--- src/rtl/packet_injector_if.sv ---
// packet_injector_if: descriptor and payload handshakes plus the phit output.
// slave = injector side, master = traffic source / network sink side.
interface packet_injector_if;
    logic       i_desc_valid;
    logic       o_desc_ready;
    logic [5:0] i_route;
    logic [3:0] i_len;
    logic       i_pl_valid;
    logic       o_pl_ready;
    logic [5:0] i_pl_data;
    logic [7:0] o_phit;
    logic       o_busy;

    modport slave (
        input  i_desc_valid, i_route, i_len,
        input  i_pl_valid, i_pl_data,
        output o_desc_ready, o_pl_ready, o_phit, o_busy
    );

    modport master (
        output i_desc_valid, i_route, i_len,
        output i_pl_valid, i_pl_data,
        input  o_desc_ready, o_pl_ready, o_phit, o_busy
    );
endinterface

--- src/rtl/packet_injector.sv ---
// packet_injector: buffers a whole packet, then emits HEAD + contiguous
// PAYLOAD phits followed by IDLE_GAP idle phits.
// Ports: i_clk, i_rst (async, active-high), bus (packet_injector_if.slave):
//   descriptor valid/ready + route/len, payload valid/ready + data,
//   o_phit (registered), o_busy.
// Option: define INJECTOR_PARITY_EN to append an XOR parity phit.
module packet_injector #(
    parameter int unsigned IDLE_GAP = 1
) (
    input logic              i_clk,
    input logic              i_rst,
    packet_injector_if.slave bus
);
    typedef enum logic [2:0] {
        S_IDLE, S_LOAD, S_HEAD, S_PAYLOAD, S_GAP
    } state_t;

    state_t     state_q, state_d, after_pkt;
    logic [5:0] route_q, route_d;
    logic [3:0] len_q, len_d;
    logic [3:0] wr_q, wr_d;
    logic [3:0] rd_q, rd_d;
    logic [3:0] last_rd;
    logic [2:0] gap_q, gap_d;
    logic [7:0] phit_q, phit_d;
    logic       rdy_q;
    logic [5:0] mem [15];
    logic [5:0] pay_word;
    logic       desc_fire, pl_fire, has_pay;

`ifdef INJECTOR_PARITY_EN
    logic [5:0] par_q, par_d;
    // The parity phit is always sent, so rd runs one past the data.
    assign has_pay = 1'b1;
    assign last_rd = len_q;
`else
    assign has_pay = (len_q != 4'd0);
    assign last_rd = len_q - 4'd1;
`endif

    assign after_pkt = (IDLE_GAP == 0) ? S_IDLE : S_GAP;

    // rdy_q holds desc_ready low until the first edge after reset.
    assign bus.o_desc_ready = (state_q == S_IDLE) && rdy_q;
    assign bus.o_pl_ready   = (state_q == S_LOAD);
    assign bus.o_busy       = (state_q != S_IDLE);
    assign bus.o_phit       = phit_q;

    assign desc_fire = bus.i_desc_valid && bus.o_desc_ready;
    assign pl_fire   = bus.i_pl_valid && bus.o_pl_ready;

    always_comb begin
        state_d = state_q;
        route_d = route_q;
        len_d   = len_q;
        wr_d    = wr_q;
        rd_d    = rd_q;
        gap_d   = gap_q;
`ifdef INJECTOR_PARITY_EN
        par_d   = par_q;
`endif
        unique case (state_q)
            S_IDLE: begin
                if (desc_fire) begin
                    route_d = bus.i_route;
                    len_d   = bus.i_len;
                    wr_d    = 4'd0;
                    rd_d    = 4'd0;
`ifdef INJECTOR_PARITY_EN
                    par_d   = 6'h00;
`endif
                    state_d = (bus.i_len == 4'd0) ? S_HEAD : S_LOAD;
                end
            end
            S_LOAD: begin
                if (pl_fire) begin
                    wr_d = wr_q + 4'd1;
`ifdef INJECTOR_PARITY_EN
                    par_d = par_q ^ bus.i_pl_data;
`endif
                    if (wr_q == len_q - 4'd1) state_d = S_HEAD;
                end
            end
            S_HEAD: begin
                rd_d  = 4'd0;
                gap_d = 3'd0;
                state_d = has_pay ? S_PAYLOAD : after_pkt;
            end
            S_PAYLOAD: begin
                gap_d = 3'd0;
                if (rd_q == last_rd) state_d = after_pkt;
                else rd_d = rd_q + 4'd1;
            end
            S_GAP: begin
                if (gap_q == 3'(IDLE_GAP - 1)) state_d = S_IDLE;
                else gap_d = gap_q + 3'd1;
            end
            default: state_d = S_IDLE;
        endcase
    end

    // The phit is computed for the state being entered and registered,
    // so it lines up with the state and never depends on inputs late.
    always_comb begin
`ifdef INJECTOR_PARITY_EN
        if (rd_d == len_d) pay_word = par_d;
        else pay_word = mem[rd_d];
`else
        pay_word = mem[rd_d];
`endif
    end

    always_comb begin
        phit_d = 8'h00;
        unique case (state_d)
            S_HEAD:    phit_d = {2'b11, route_d};
            S_PAYLOAD: phit_d = {2'b10, pay_word};
            default:   phit_d = 8'h00;
        endcase
    end

    always_ff @(posedge i_clk or posedge i_rst) begin
        if (i_rst) begin
            state_q <= S_IDLE;
            route_q <= 6'h00;
            len_q   <= 4'd0;
            wr_q    <= 4'd0;
            rd_q    <= 4'd0;
            gap_q   <= 3'd0;
            phit_q  <= 8'h00;
            rdy_q   <= 1'b0;
`ifdef INJECTOR_PARITY_EN
            par_q   <= 6'h00;
`endif
        end else begin
            state_q <= state_d;
            route_q <= route_d;
            len_q   <= len_d;
            wr_q    <= wr_d;
            rd_q    <= rd_d;
            gap_q   <= gap_d;
            phit_q  <= phit_d;
            rdy_q   <= 1'b1;
`ifdef INJECTOR_PARITY_EN
            par_q   <= par_d;
`endif
        end
    end

    // Packet buffer; contents after reset are irrelevant.
    always_ff @(posedge i_clk) begin
        if (pl_fire) mem[wr_q] <= bus.i_pl_data;
    end
endmodule
--- src/flat_wrapper.sv ---
// flat-port wrapper written by rule: the top's interface ports become plain ports
module packet_injector_flat 
#(
    parameter int unsigned IDLE_GAP = 1
)
  (i_clk, i_rst, bus_i_desc_valid, bus_i_route, bus_i_len, bus_i_pl_valid, bus_i_pl_data, bus_o_desc_ready, bus_o_pl_ready, bus_o_phit, bus_o_busy);
  packet_injector_if bus_i ();
  input logic i_clk;
  input logic i_rst;
  input wire logic [$bits(bus_i.i_desc_valid)-1:0] bus_i_desc_valid;
  input wire logic [$bits(bus_i.i_route)-1:0] bus_i_route;
  input wire logic [$bits(bus_i.i_len)-1:0] bus_i_len;
  input wire logic [$bits(bus_i.i_pl_valid)-1:0] bus_i_pl_valid;
  input wire logic [$bits(bus_i.i_pl_data)-1:0] bus_i_pl_data;
  output wire logic [$bits(bus_i.o_desc_ready)-1:0] bus_o_desc_ready;
  output wire logic [$bits(bus_i.o_pl_ready)-1:0] bus_o_pl_ready;
  output wire logic [$bits(bus_i.o_phit)-1:0] bus_o_phit;
  output wire logic [$bits(bus_i.o_busy)-1:0] bus_o_busy;
  assign bus_i.i_desc_valid = bus_i_desc_valid;
  assign bus_i.i_route = bus_i_route;
  assign bus_i.i_len = bus_i_len;
  assign bus_i.i_pl_valid = bus_i_pl_valid;
  assign bus_i.i_pl_data = bus_i_pl_data;
  assign bus_o_desc_ready = bus_i.o_desc_ready;
  assign bus_o_pl_ready = bus_i.o_pl_ready;
  assign bus_o_phit = bus_i.o_phit;
  assign bus_o_busy = bus_i.o_busy;
  packet_injector #(.IDLE_GAP(IDLE_GAP)) u_core (.i_clk(i_clk), .i_rst(i_rst), .bus(bus_i));
endmodule
--- config.mk ---
export PLATFORM = sky130hd
export DESIGN_NAME = packet_injector_flat
export DESIGN_NICKNAME = d
export VERILOG_FILES = /design/src/rtl/packet_injector_if.sv /design/src/rtl/packet_injector.sv /design/src/flat_wrapper.sv
export SDC_FILE = /design/constraint.sdc
export NUM_CORES = 1
export LEC_CHECK = 0
export CAP_MARGIN = 20
export CELL_PAD_IN_SITES_DETAIL_PLACEMENT = 0
export CELL_PAD_IN_SITES_GLOBAL_PLACEMENT = 1
export CORE_MARGIN = 3
export CORE_UTILIZATION = 45
export DETAILED_ROUTE_END_ITERATION = 6
export GPL_TIMING_DRIVEN = 1
export PLACE_DENSITY = 0.82
export SYNTH_ARGS = -nofsm -noshare
export SYNTH_HDL_FRONTEND = slang
export SYNTH_SLANG_ARGS = --single-unit
--- constraint.sdc ---
create_clock -name i_clk -period 3.9 [get_ports i_clk]
set_input_delay 0.585 -clock i_clk [delete_from_list [all_inputs] [get_ports i_clk]]
set_output_delay 0.585 -clock i_clk [all_outputs]
set_load 0.005 [all_outputs]
==> out/results.ini <==
[synthesis]
async_reset_ff_frac = 0.268
synth-seq-cells = 123
synth_top_area_share = 0.497
yosys_warnings = 0
synth.avg_cell_area_um2 = 14.2
synth_edf_count = 90
synth_area_leaders = edfxtp_1 (50%), dfrtp_1 (15%), mux2i_1 (8.7%)
synth.yosys.seq_area_share = 0.649
yosysTopAreaCell = edfxtp_1
netlist_area_um2 = 5430
synthFlopType = edfxtp_1
syn-num-nets = 413
synthCells = 384
synthDistinctLibCells = 45

[detailed_routing]
wire_per_inst_um = 18.2
vias = 3104
drtPass1Iterations = 4
drcViolationCount = 0
drt_iter0_drc = 273
wirelength_um = 10600
detail-route-antenna-nets = 0
vias_per_cell = 5.33

[clock_tree]
tritoncts = done
cts_resized = 0
cts_root_buffer = clkbuf_16
clkLatencyLatePin_ns = 0.41
post_cts.repair.setup_buffers = 0
cts.htree.levels = 4
clock_sinks = 123
numCtsBuffers = 17
cts.reportedPaths.clkPinSlew_ns = 0.05
cts_buffer_depth = 2
ctsHoldBuffers = 0

[placed_design]
placed_area_um2 = 5900
dp_hpwl_um = 7340
place_inst = 550
port_buffers = 30
place_congestion = 0.842
place_ws_ns = 0.525

[power]
p_clk_frac = 0.321
p_sw_frac = 0.302
pwr-share-seq = 0.393
ir_drop_v = 0.000261
intPower_mw = 3.05
power_mw = 4.36
p_leak_nw = 2.40
power_frac_comb = 0.286
power_density_nw_per_um2 = 679
power.switching_mw = 1.32

[cells_and_area]
fill_cells = 916
layoutNonFillerInstCount = 582
nets = 455
final_core_utilization = 0.554
area_growth_pct = 18.4
antenna_cells = 0
fin_area_um2 = 6430
layout-drive-gt1-share = 0.141

[setup_path]
criticalPathCategory = flop to flop
start_kind = flop
worstPathArrival_ns = 3.61
reg2regPathDepth = 11
r2r-end = u_core.bus.o_phit[3]
crit_path_end_kind = flop
r2r_slack_ns = 0.59
required_ns = 4.19
path_max_fanout = 30
r2r_start = u_core.len_q[0]

[timing]
period_needed_ns = 3.31
fin_crit_sh = 0.850
setup_slack_ns = 0.587
skew_ns = 0.00612
maxSlewViolCount = 0
timing.hold.ws_ns = 0.494
hold_violations = 0
rsz0062_at_grt = false
final.setup.tns_ns = 0
fmax_ghz = 0.302
worst_slew_pin_slew_ns = 0.988
finalSetupViolCount = 0
relSlewSlack = 0.336

[run_status]
status = completed

[floorplan]
start_util = 0.468
row_count = 39
die_h_um = 116
ios = 31
design.die.area_um2 = 13400
die_w_um = 116
coreArea_um2 = 11600

[grt]
grt_pass1_vias = 3112
antenna_found_initial = 0
gr-usage-all-layers = 0.173
grt_max_degree = 34
grt_pass1_wl_um = 16900
grt-ovfl-total = 0

[worst_hold_path]
holdCritStartpoint = u_core.route_q[3]
min_to = u_core.route_q[3]
hp-class = flop to flop
whs_path_depth = 1

[job]
cap_viol_max_count = 0

power by group through the flow:
stage	logic [mW]	registers, mW	clock network, mW
after global placement	1.23	1.74	0
after CTS	1.26	1.72	1.42
after detailed placement	1.25	1.74	0
final	1.25	1.72	1.40
after floorplan	0.966	1.68	0
after global routing	1.36	1.74	1.49
worst max-delay path, cell delays in order, from the launching register on:
cell     delay, ns
dfrtp_1       0.43
inv_1         0.10
ha_1          0.24
xnor3_1       0.39
and3_1        0.27
a31o_1        0.19
mux2_4        0.34
buf_12        0.27
mux2i_1       0.26
mux2i_1       0.10
mux2_2        0.29
a211o_1       0.30
per-layer routing:
metal	track usage	vias up	wire length, µm
met5	0	-	0
met4	0.0603	0	135
met3	0.0569	11	535
met2	0.261	74	4970
met1	0.236	1514	4970
li1	-	1505	-
synthesized netlist by cell type, types with 4 or more instances:
cell type	count
nand2_1	20
inv_1	17
nor3_1	7
xnor2_1	5
nor2b_1	5
nand3_1	5
dfrtp_1	33
and3_1	4
ha_1	9
mux2_2	22
nor2_1	21
o21ai_0	20
a211o_1	6
mux2i_1	47
clkbuf_1	6
a221oi_1	5
edfxtp_1	90
buf_6	5
nand2b_1	4
xor2_1	8
a21oi_1	8
final cells by class:
type	count	area (µm²)	share of cell area
clock buffers	18	429	0.0667
clock inverters	14	105	0.0163
inverters	18	67.6	0.0105
multi-input cells	227	1740	0.271
flip-flops and latches	123	3530	0.549
well taps	143	179	0.0278
repair buffers	39	380	0.0591
how the worst max path moves through the flow:
stage	start	endpoint	slack, ns	depth (start not counted)
2_1_floorplan	u_core.len_q[0]	u_core.bus.o_phit[0]	0.98	11
3_3_place_gp	bus_i_desc_valid	u_core.bus.o_phit[3]	0.52	10
3_5_place_dp	bus_i_desc_valid	u_core.bus.o_phit[3]	0.53	10
4_1_cts	u_core.len_q[0]	u_core.bus.o_phit[3]	0.60	11
5_1_grt	u_core.len_q[0]	u_core.bus.o_phit[4]	0.41	11
6_report	u_core.len_q[0]	u_core.bus.o_phit[3]	0.59	11
state kept, by name, indices dropped and copies added, names as in the netlist:
signal and flops:
u_core.rdy_q 1, u_core.wr_q 4, u_core.gap_q 3, u_core.route_q 6, u_core.rd_q 4, u_core.bus.o_phit 8, u_core.len_q 4, u_core.mem 90
u_core.state_q 3
cell usage in the layout (no fill, tap or decap), drive strengths merged, types with 3 or more instances in the layout:
cell type / synthesis / layout
a211oi: 3 / 3
and2: 3 / 3
inv: 17 / 18
ha: 9 / 9
and3: 4 / 4
buf: 10 / 9
clkbuf: 6 / 18
a211o: 6 / 6
nor2b: 5 / 5
xor2: 8 / 8
mux2i: 47 / 47
clkdlybuf4s50: 0 / 30
dfrtp: 33 / 33
nor2: 21 / 21
clkinv: 1 / 10
nor3: 8 / 8
xnor2: 5 / 5
a21oi: 8 / 8
nand2b: 4 / 4
nand3: 5 / 5
o21ai: 20 / 20
a21o: 3 / 3
edfxtp: 90 / 90
clkinvlp: 0 / 3
mux2: 23 / 23
nand2: 20 / 20
a221oi: 5 / 5
kinds of logic after synthesis:
| kind of cell | Yosys count | share of synthesized area |
|---|---|---|
| other cells | 1 | 0.000690 |
| fa+ha+maj | 9 | 0.0207 |
| buf+inv | 34 | 0.0311 |
| xor+xnor | 14 | 0.0251 |
| mux | 70 | 0.135 |
| flops | 123 | 0.649 |
| compound gates | 55 | 0.0682 |
| simple gates | 78 | 0.0700 |
No activity file was read; power rests on OpenSTA's default activity.
